File: config.mk
export PLATFORM = sky130hd
export DESIGN_NAME = rpn_stack_ctrl
export DESIGN_NICKNAME = d
export VERILOG_FILES = /design/src/rtl/rpn_pkg.sv /design/src/rtl/rpn_alu.sv /design/src/rtl/rpn_stack_ctrl.sv
export SDC_FILE = /design/constraint.sdc
export NUM_CORES = 1
export LEC_CHECK = 0
export ABC_AREA = 1
export CAP_MARGIN = 0
export CORE_MARGIN = 10
export CORE_UTILIZATION = 45
export CTS_CLUSTER_SIZE = 24
export DETAILED_ROUTE_END_ITERATION = 12
export GPL_ROUTABILITY_DRIVEN = 1
export HOLD_SLACK_MARGIN = 0.03
export MAX_ROUTING_LAYER = met4
export PLACE_DENSITY_LB_ADDON = 0.3
export SLEW_MARGIN = 20
export SYNTH_ARGS = -nofsm -noshare
export SYNTH_HDL_FRONTEND = slang
export SYNTH_SLANG_ARGS = --single-unit
File: constraint.sdc
create_clock -name clk -period 5.2 [get_ports clk]
set_input_delay 0.78 -clock clk [delete_from_list [all_inputs] [get_ports clk]]
set_output_delay 0.78 -clock clk [all_outputs]
set_load 0.005 [all_outputs]
File: src/rtl/rpn_pkg.sv
// Purpose: shared opcodes, FSM state encoding and size defaults for the RPN stack controller.
// Latency: n/a (declarations only).
// Backpressure: n/a.
package rpn_pkg;

    localparam int DW_DEF    = 8;
    localparam int DEPTH_DEF = 8;

    localparam logic [2:0] OP_ADD    = 3'b000;
    localparam logic [2:0] OP_SUB    = 3'b001;
    localparam logic [2:0] OP_AND    = 3'b010;
    localparam logic [2:0] OP_OR     = 3'b011;
    localparam logic [2:0] OP_XOR    = 3'b100;
    localparam logic [2:0] OP_MUL    = 3'b101;
    // 110 and 111 are reserved and never reach the LIFO
    localparam logic [2:0] OP_RSV_LO = 3'b110;
    localparam logic [2:0] OP_RSV_HI = 3'b111;

    typedef enum logic [2:0] {
        S_IDLE     = 3'd0,
        S_PUSH_OP  = 3'd1,
        S_POP_B    = 3'd2,
        S_POP_A    = 3'd3,
        S_CAPT     = 3'd4,
        S_PUSH_RES = 3'd5
    } state_t;

    function automatic logic op_is_legal(input logic [2:0] op);
        return (op < OP_RSV_LO);
    endfunction

endpackage

File: src/rtl/rpn_alu.sv
// Purpose: combinational f(a,b,op) for the RPN engine, modulo 2^DW, no carry out.
// Latency: 0 cycles (pure combinational).
// Backpressure: none; ports a_i/b_i/op_i in, y_o out.
module rpn_alu
    import rpn_pkg::*;
#(
    parameter int DW = DW_DEF
) (
    input  logic [DW-1:0] a_i,   // deeper entry
    input  logic [DW-1:0] b_i,   // top entry
    input  logic [2:0]    op_i,
    output logic [DW-1:0] y_o
);

    always_comb begin
        y_o = '0;
        case (op_i)
            OP_ADD:    y_o = a_i + b_i;
            OP_SUB:    y_o = a_i - b_i;
            OP_AND:    y_o = a_i & b_i;
            OP_OR:     y_o = a_i | b_i;
            OP_XOR:    y_o = a_i ^ b_i;
            OP_MUL:    y_o = a_i * b_i;   // DW-bit context keeps only the low product bits
            OP_RSV_LO,
            OP_RSV_HI: y_o = '0;
            default:   y_o = '0;
        endcase
    end

endmodule

File: src/rtl/rpn_stack_ctrl.sv
// Purpose: RPN token engine driving an external byte LIFO; pushes operands, pops two/pushes one per operator.
// Latency: operand accept->next ready 2 cycles; operator accept->lifo_wn 4, ->next ready 5 cycles.
// Backpressure: tok_ready only in IDLE and out of reset; ports: token stream in, LIFO strobes out, result/depth/sticky errors out.
module rpn_stack_ctrl
    import rpn_pkg::*;
#(
    parameter  int DEPTH = DEPTH_DEF,
    parameter  int DW    = DW_DEF,
    localparam int DPW   = $clog2(DEPTH + 1)
) (
    input  logic           clk,
    input  logic           reset,
    input  logic           tok_valid,
    output logic           tok_ready,
    input  logic           tok_is_op,
    input  logic [DW-1:0]  tok_data,
    output logic           lifo_wn,
    output logic           lifo_rn,
    output logic [DW-1:0]  lifo_datain,
    input  logic [DW-1:0]  lifo_dataout,
    input  logic           lifo_full,
    input  logic           lifo_empty,
    output logic           result_valid,
    output logic [DW-1:0]  result,
    output logic [DPW-1:0] depth,
    input  logic           clr_err,
    output logic           err_overflow,
    output logic           err_underflow,
    output logic           err_illegal,
    output logic           err_sync
);

    localparam logic [DPW-1:0] FULL_CNT = DPW'(DEPTH);

    state_t         state_q;
    logic [DPW-1:0] depth_q;
    logic [2:0]     op_q;
    logic [DW-1:0]  b_q;
    logic [DW-1:0]  alu_y;

    assign tok_ready = (state_q == S_IDLE) && !reset;
    assign depth     = depth_q;

    // In CAPT the LIFO presents operand a, so it feeds the ALU directly
    // and the result is registered straight into lifo_datain/result.
    rpn_alu #(.DW(DW)) u_alu (
        .a_i  (lifo_dataout),
        .b_i  (b_q),
        .op_i (op_q),
        .y_o  (alu_y)
    );

    always_ff @(posedge clk) begin
        if (reset) begin
            state_q       <= S_IDLE;
            depth_q       <= '0;
            op_q          <= '0;
            b_q           <= '0;
            lifo_wn       <= 1'b0;
            lifo_rn       <= 1'b0;
            lifo_datain   <= '0;
            result_valid  <= 1'b0;
            result        <= '0;
            err_overflow  <= 1'b0;
            err_underflow <= 1'b0;
            err_illegal   <= 1'b0;
            err_sync      <= 1'b0;
        end else begin
            lifo_wn      <= 1'b0;
            lifo_rn      <= 1'b0;
            result_valid <= 1'b0;

            // Clear first; any set below in the same cycle wins.
            if (clr_err) begin
                err_overflow  <= 1'b0;
                err_underflow <= 1'b0;
                err_illegal   <= 1'b0;
                err_sync      <= 1'b0;
            end

            case (state_q)
                S_IDLE: begin
                    // Mirror and LIFO flags only settle together in IDLE.
                    if ((lifo_full != (depth_q == FULL_CNT)) ||
                        (lifo_empty != (depth_q == '0)))
                        err_sync <= 1'b1;

                    if (tok_valid) begin
                        if (!tok_is_op) begin
                            if (depth_q == FULL_CNT) begin
                                err_overflow <= 1'b1;
                            end else begin
                                lifo_wn     <= 1'b1;
                                lifo_datain <= tok_data;
                                state_q     <= S_PUSH_OP;
                            end
                        end else if (!op_is_legal(tok_data[2:0])) begin
                            err_illegal <= 1'b1;
                        end else if (depth_q < DPW'(2)) begin
                            err_underflow <= 1'b1;
                        end else begin
                            op_q    <= tok_data[2:0];
                            lifo_rn <= 1'b1;
                            state_q <= S_POP_B;
                        end
                    end
                end
                S_PUSH_OP: begin
                    depth_q <= depth_q + 1'b1;
                    state_q <= S_IDLE;
                end
                S_POP_B: begin
                    lifo_rn <= 1'b1;
                    state_q <= S_POP_A;
                end
                S_POP_A: begin
                    b_q     <= lifo_dataout;   // data from the first pop
                    state_q <= S_CAPT;
                end
                S_CAPT: begin
                    lifo_wn      <= 1'b1;
                    lifo_datain  <= alu_y;
                    result       <= alu_y;
                    result_valid <= 1'b1;
                    state_q      <= S_PUSH_RES;
                end
                S_PUSH_RES: begin
                    // Net effect of pop, pop, push.
                    depth_q <= depth_q - 1'b1;
                    state_q <= S_IDLE;
                end
                default: state_q <= S_IDLE;
            endcase
        end
    end

endmodule

; Yosys cells after proc, flatten, opt, wreduce, memory -nomap -nowiden
; Cells that the tools add are included.
[totals]
ff_bits = 41
output_inout_bits = 28
[classes]
addsub = 4
n_mul = 1
magnitude_cmp = 2
n_eq_ne = 21
mux = 41
n_bitwise = 4
reduce_logical = 12
[ops]
columns = cell, n
row1 = $pmux 8 s7, 1
row2 = $mux 1, 27
row3 = $mux 8, 3
row4 = $eq 3x3->1 const B, 6
row5 = $pmux 8 s2, 1
row6 = $mux 3, 5
row7 = $eq 3x2->1 const B, 4
row8 = $pmux 3 s4, 1
row9 = $add 8x8->8, 1
row10 = $and 8x8->8, 1
row11 = $mul 8x8->8, 1
row12 = $or 8x8->8, 1
row13 = $pmux 4 s2, 1
row14 = $reduce_and 4->1, 2
row15 = $sub 8x8->8, 1
row16 = $xor 8x8->8, 1
row17 = $eq 3x1->1 const B, 2
row18 = $logic_not 3->1, 2
row19 = $ne 2x2->1 const B, 3
row20 = $ne 3x3->1 const B, 2
row21 = $reduce_and 5->1, 1
row22 = $add 4x1->4 const B, 1
row23 = $eq 4x4->1 const B, 1
row24 = $logic_not 4->1, 1
row25 = 12 further kinds, 15

; Depth between registers and ports, before layout
[depth]
depth_word = 6
ltp_mapped = 24
mapped_depth_nobuf = 23

; Cells and area by module
; A second synthesis with hierarchy kept.
[hier_totals]
cells_unflattened = 557
area_unflattened_um2 = 3692.3
[modules_own_cells]
columns = mod, n_inst, cells_per_inst, area_per_inst_um2, seq_area_each_um2
row1 = rpn_alu, 1, 318, 1975.6, 0.0
row2 = rpn_stack_ctrl, 1, 239, 1716.6, 820.8

; Worst setup path after synthesis
; Ideal clock, no wire load.
[synth_timing]
path_kind = input -> register
from = in lifo_dataout[3]
to = reg result[7]
t_arrival_ns = 3.959
slack_ns = 1.109
path_stages = 20
path_buffers = 0
cell_sequence = ha_1 -> inv_1 -> fa_1 -> inv_1 -> ha_1 -> inv_1 -> fa_1 -> fa_1 -> inv_1 -> ha_1 -> a21oi_1 -> nand3b_1 -> nand2_1 -> nand3_1 -> nand2_1 -> nand2_1 -> nand3_1 -> nand3_1 -> nand2_1 -> a21oi_1
[synth_via]
elab_chain_len = 2
elab_cells_between_ends = 4
classes_between = add/sub (2) / mul (1) / mux (1)
[synth_lines]
columns = item, line
row1 = start: declaration, rpn_stack_ctrl.sv:20  ; input logic [DW-1:0] lifo_dataout,
row2 = $mul 8x8->8 (tied with other cells), rpn_alu.sv:23  ; OP_MUL: y_o = a_i * b_i;
row3 = $pmux 8 s7 *, rpn_alu.sv:17  ; case (op_i)
row4 = end signal: assignment, rpn_stack_ctrl.sv:123  ; result <= alu_y;
row5 = end: declaration, rpn_stack_ctrl.sv:24  ; output logic [DW-1:0] result,
; Every way passes the cells marked *; elsewhere a longest branch is shown, timed or not.
; A chain may end at the register's enable or synchronous reset.

; Worst setup path in the final report
[layout_timing]
from = in lifo_dataout[2]
to = reg result[7]
; Same word-level chain as after synthesis.

==> reports/metrics.yaml <==
outcome:
  outcome: "complete, no violations"
sta:
  worst_pin_slew_ps: 949.7
  timing.slew.headroom_pct: 36.34
  max_freq_mhz: 214.1
  drv_slew: 0
  fin_crit_sh_pct: 89.81
  rsz0062_at_grt: "false"
  fin_skew_ps: 6.489
  finalSetupTns_ps: 0
  period_needed_ps: 4670
  finalHoldViolations: 0
  setup_viol_count_final: 0
synth:
  ys_top_cells_by_count: "nand2_1 (111), inv_1 (94), a21oi_1 (50)"
  netlist.top_cell.by_area: "dfxtp_1"
  synth_cell_types: 40
  yosys.area_share.adder_pct: 22.03
  synth_top_family_by_area: "adder cells"
  synth_compound_area_share_pct: 17.00
  synth_nets: 601
  synth_mux_area_share_pct: 0
  synthFlopType: "dfxtp_1"
  synthArstFlopShare_pct: 0
  yosys.area.top_type_share_pct: 22.44
  synth_seq_cells: 41
  yosysMostFrequentCell: "nand2_1"
  ys_warn_count: 0
  synth_edf_count: 0
  post_synth.cell_area_avg_um2: 7.006
  syn_inst: 522
  syn_area_um2: 3657
  synth_area_leaders: "dfxtp_1 (22%), ha_1 (14%), nand2_1 (11%)"
  synth_xor_xnor_area_share_pct: 3.592
  synth_simple_gate_area_share_pct: 21.28
  seq_area_frac_synth_pct: 22.44
clock_tree:
  cts_tree: "yes"
  clock-root-buffer: "clkbuf_8"
  clk_pin_slew_worst_paths_ps: 80
  clock_latency_ps: 300
  cts_hold_repair.buffers: 0
  htree_num_levels: 2
  max-clock-path-buffers: 2
  cts_setup_buffers: 0
  cts.sinks: 41
  cts_buffers: 5
  cts_resized: 0
setup_path:
  critPathMaxFanout: 9
  critPathKind: "input port to flip-flop"
  rr_endpoint: "result[7]$_SDFFE_PP0P_"
  timing.rr.start: "b_q[3]$_SDFFE_PP0N_"
  crit_buf_inv: 5
  arrival_ps: 4840
  cp.required_ps: 5370
  r2r_cells: 22
  cp-start-kind: "input port"
  cp_num_cells: 22
  path_common_cell: "nand2_1"
  cp_cell_sequence: "clkdlybuf4s50_1 > nand2_1 > fa_1 > inv_1 > ha_1 > inv_1 > fa_1 > fa_1 > inv_1 > ha_1 > a21oi_1 > nand2_1 > nand2_1 > nand2_1 > inv_1 > nand2_1 > nand2_1 > nand2_1 > nand3_1 > nand3_1 > nand2_1 > a21oi_1"
  critPathMaxStageDelay_ps: 680
  critPathCaptureType: "flip-flop"
  r2r_slack_ps: 1030
  slowest_stage: "clkdlybuf4s50_1"
  crit_family: "adder cells"
detailed_routing:
  drc: 0
  drtIter0Drc: 151
  vias: 3418
  post_drt_wl_per_cell_um: 14.14
  drt_wl_total_um: 9544
  final_antenna_net_count: 0
  avgViaCountPerCell: 5.064
  dr.pass1.iters: 4
global_routing:
  grt_use_total_pct: 17.43
  grt-ovfl-total: 0
  grt_pass1_wl_um: 16730
  grt_max_degree: 27
  grt_pass1_vias: 3608
  antenna_found_initial: 0
floorplan:
  rows: 32
  floorplan.initialDensity_pct: 46.84
  die_h_um: 110.2
  core_um2: 7807
  ios: 51
  dieArea_um2: 12130
  die_w_um: 110.2
pwr:
  finalPower_uw: 670.9
  p_leak_nw: 2.110
  clkPwrFrac_pct: 31.7
  switchingPower_uw: 194.6
  comb_power_share_pct: 19.0
  p_int_uw: 476.3
  vdd_ir_drop_max_uv: 98.31
  power_density_nw_per_um2: 154.9
  pwr-share-seq_pct: 49.3
  p_sw_share_pct: 29.01
finish:
  n_antenna_cell: 0
  area_delta_synth_final_pct: 18.41
  stdcell_count: 675
  final_cell_area_um2: 4330
  fin_nets: 651
  drive_gt1_share_pct: 7.330
flow_run:
  cap_violations: 0
hold_path:
  min_from: "err_illegal$_SDFF_PP0_"
  hold_depth: 2
  hold_class: "flip-flop to flip-flop"
  min_delay_worst_endpoint: "err_illegal$_SDFF_PP0_"
placement:
  dp_cells: 667
  placed_area_um2: 4244
  place.gp.congestion: 0.9185
  io_buffers: 50
  dp_hpwl_um: 7563
[layer usage]
| metal | wire [um] | global-route usage [%] |
|---|---|---|
| met1 | 4203 | 20.86 |
| met2 | 4826 | 29.64 |
| met3 | 375 | 2.728 |
| met4 | 139 | 5.046 |
| met5 | 0 | - |
[cell usage in the layout, fill, tap and decap left out, types with 5 or more instances in the layout]
| cell type | count |
|---|---|
| nand2_1 | 111 |
| inv_1 | 94 |
| a21oi_1 | 50 |
| clkdlybuf4s50_1 | 50 |
| ha_1 | 42 |
| dfxtp_1 | 41 |
| o21ai_0 | 25 |
| nor2_1 | 24 |
| nand3_1 | 23 |
| fa_1 | 14 |
| inv_2 | 13 |
| xor2_1 | 12 |
| o21ai_1 | 11 |
| nand2_2 | 6 |
| nor3_1 | 5 |
| clkbuf_8 | 5 |
| buf_4 | 5 |
[kinds of logic (layout without fill, tap and decap cells)]
family | Yosys count | count (layout)
and+or+nand+nor | 179 | 179
DFF | 41 | 41
adders and majority gates | 56 | 56
xor gates and xnor gates | 15 | 15
buffers and inverters | 123 | 174
AOI/OAI and AO/OA | 108 | 108
[worst min-delay path: cells and delay by family, from the launching register on]
kind,cells,cell delay [ps]
flops,1,330
compound gates,1,60
simple gates,1,50
[layout make-up]
cell class | count | area [um^2]
clock buffer | 5 | 68.82
clock inverter | 3 | 17.52
fill | 763 | 3477
inverter | 111 | 420.4
multi-input combinational | 358 | 2337
sequential | 41 | 820.8
tap | 102 | 127.6
timing repair buffer | 55 | 538.0
[sequential cells by signal (all words and copies together), names as in the netlist]
signal         flops
err_overflow       1
result_valid       1
err_illegal        1
lifo_wn            1
op_q               3
b_q                8
lifo_rn            1
lifo_datain        8
depth              4
err_underflow      1
err_sync           1
state_q            3
result             8
[power by group through the flow]
stage	Combinational, mW	Sequential (mW)	Clock [mW]
floorplan	0.0651	0.338	0
global placement	0.126	0.338	0
detailed placement	0.127	0.338	0
CTS	0.128	0.331	0.217
global route	0.145	0.333	0.228
finish	0.128	0.331	0.213
[per-stage QoR]
stage / hold slack (ps) / worst slack [ps] / util (%)
after floorplan: 451.7 / 1109 / -
after global placement: 452.1 / 278.3 / 54.36
after detailed placement: 455.2 / 192.2 / 54.36
after CTS: 476.4 / 499.9 / 55.46
after global routing: 501.3 / 161.6 / 55.46
final: 470.8 / 529.9 / 55.46
[worst max path at each step]
stage                                   endpoint       startpoint  slack [ps]
after global routing      result[7]$_SDFFE_PP0P_  lifo_dataout[2]         160
after floorplan           result[7]$_SDFFE_PP0P_  lifo_dataout[3]        1110
after detailed placement  result[7]$_SDFFE_PP0P_  lifo_dataout[2]         190
final                     result[7]$_SDFFE_PP0P_  lifo_dataout[2]         530
after CTS                 result[7]$_SDFFE_PP0P_  lifo_dataout[2]         500
after global placement    result[7]$_SDFFE_PP0P_  lifo_dataout[2]         280
Power figures use the tool's default switching activity.
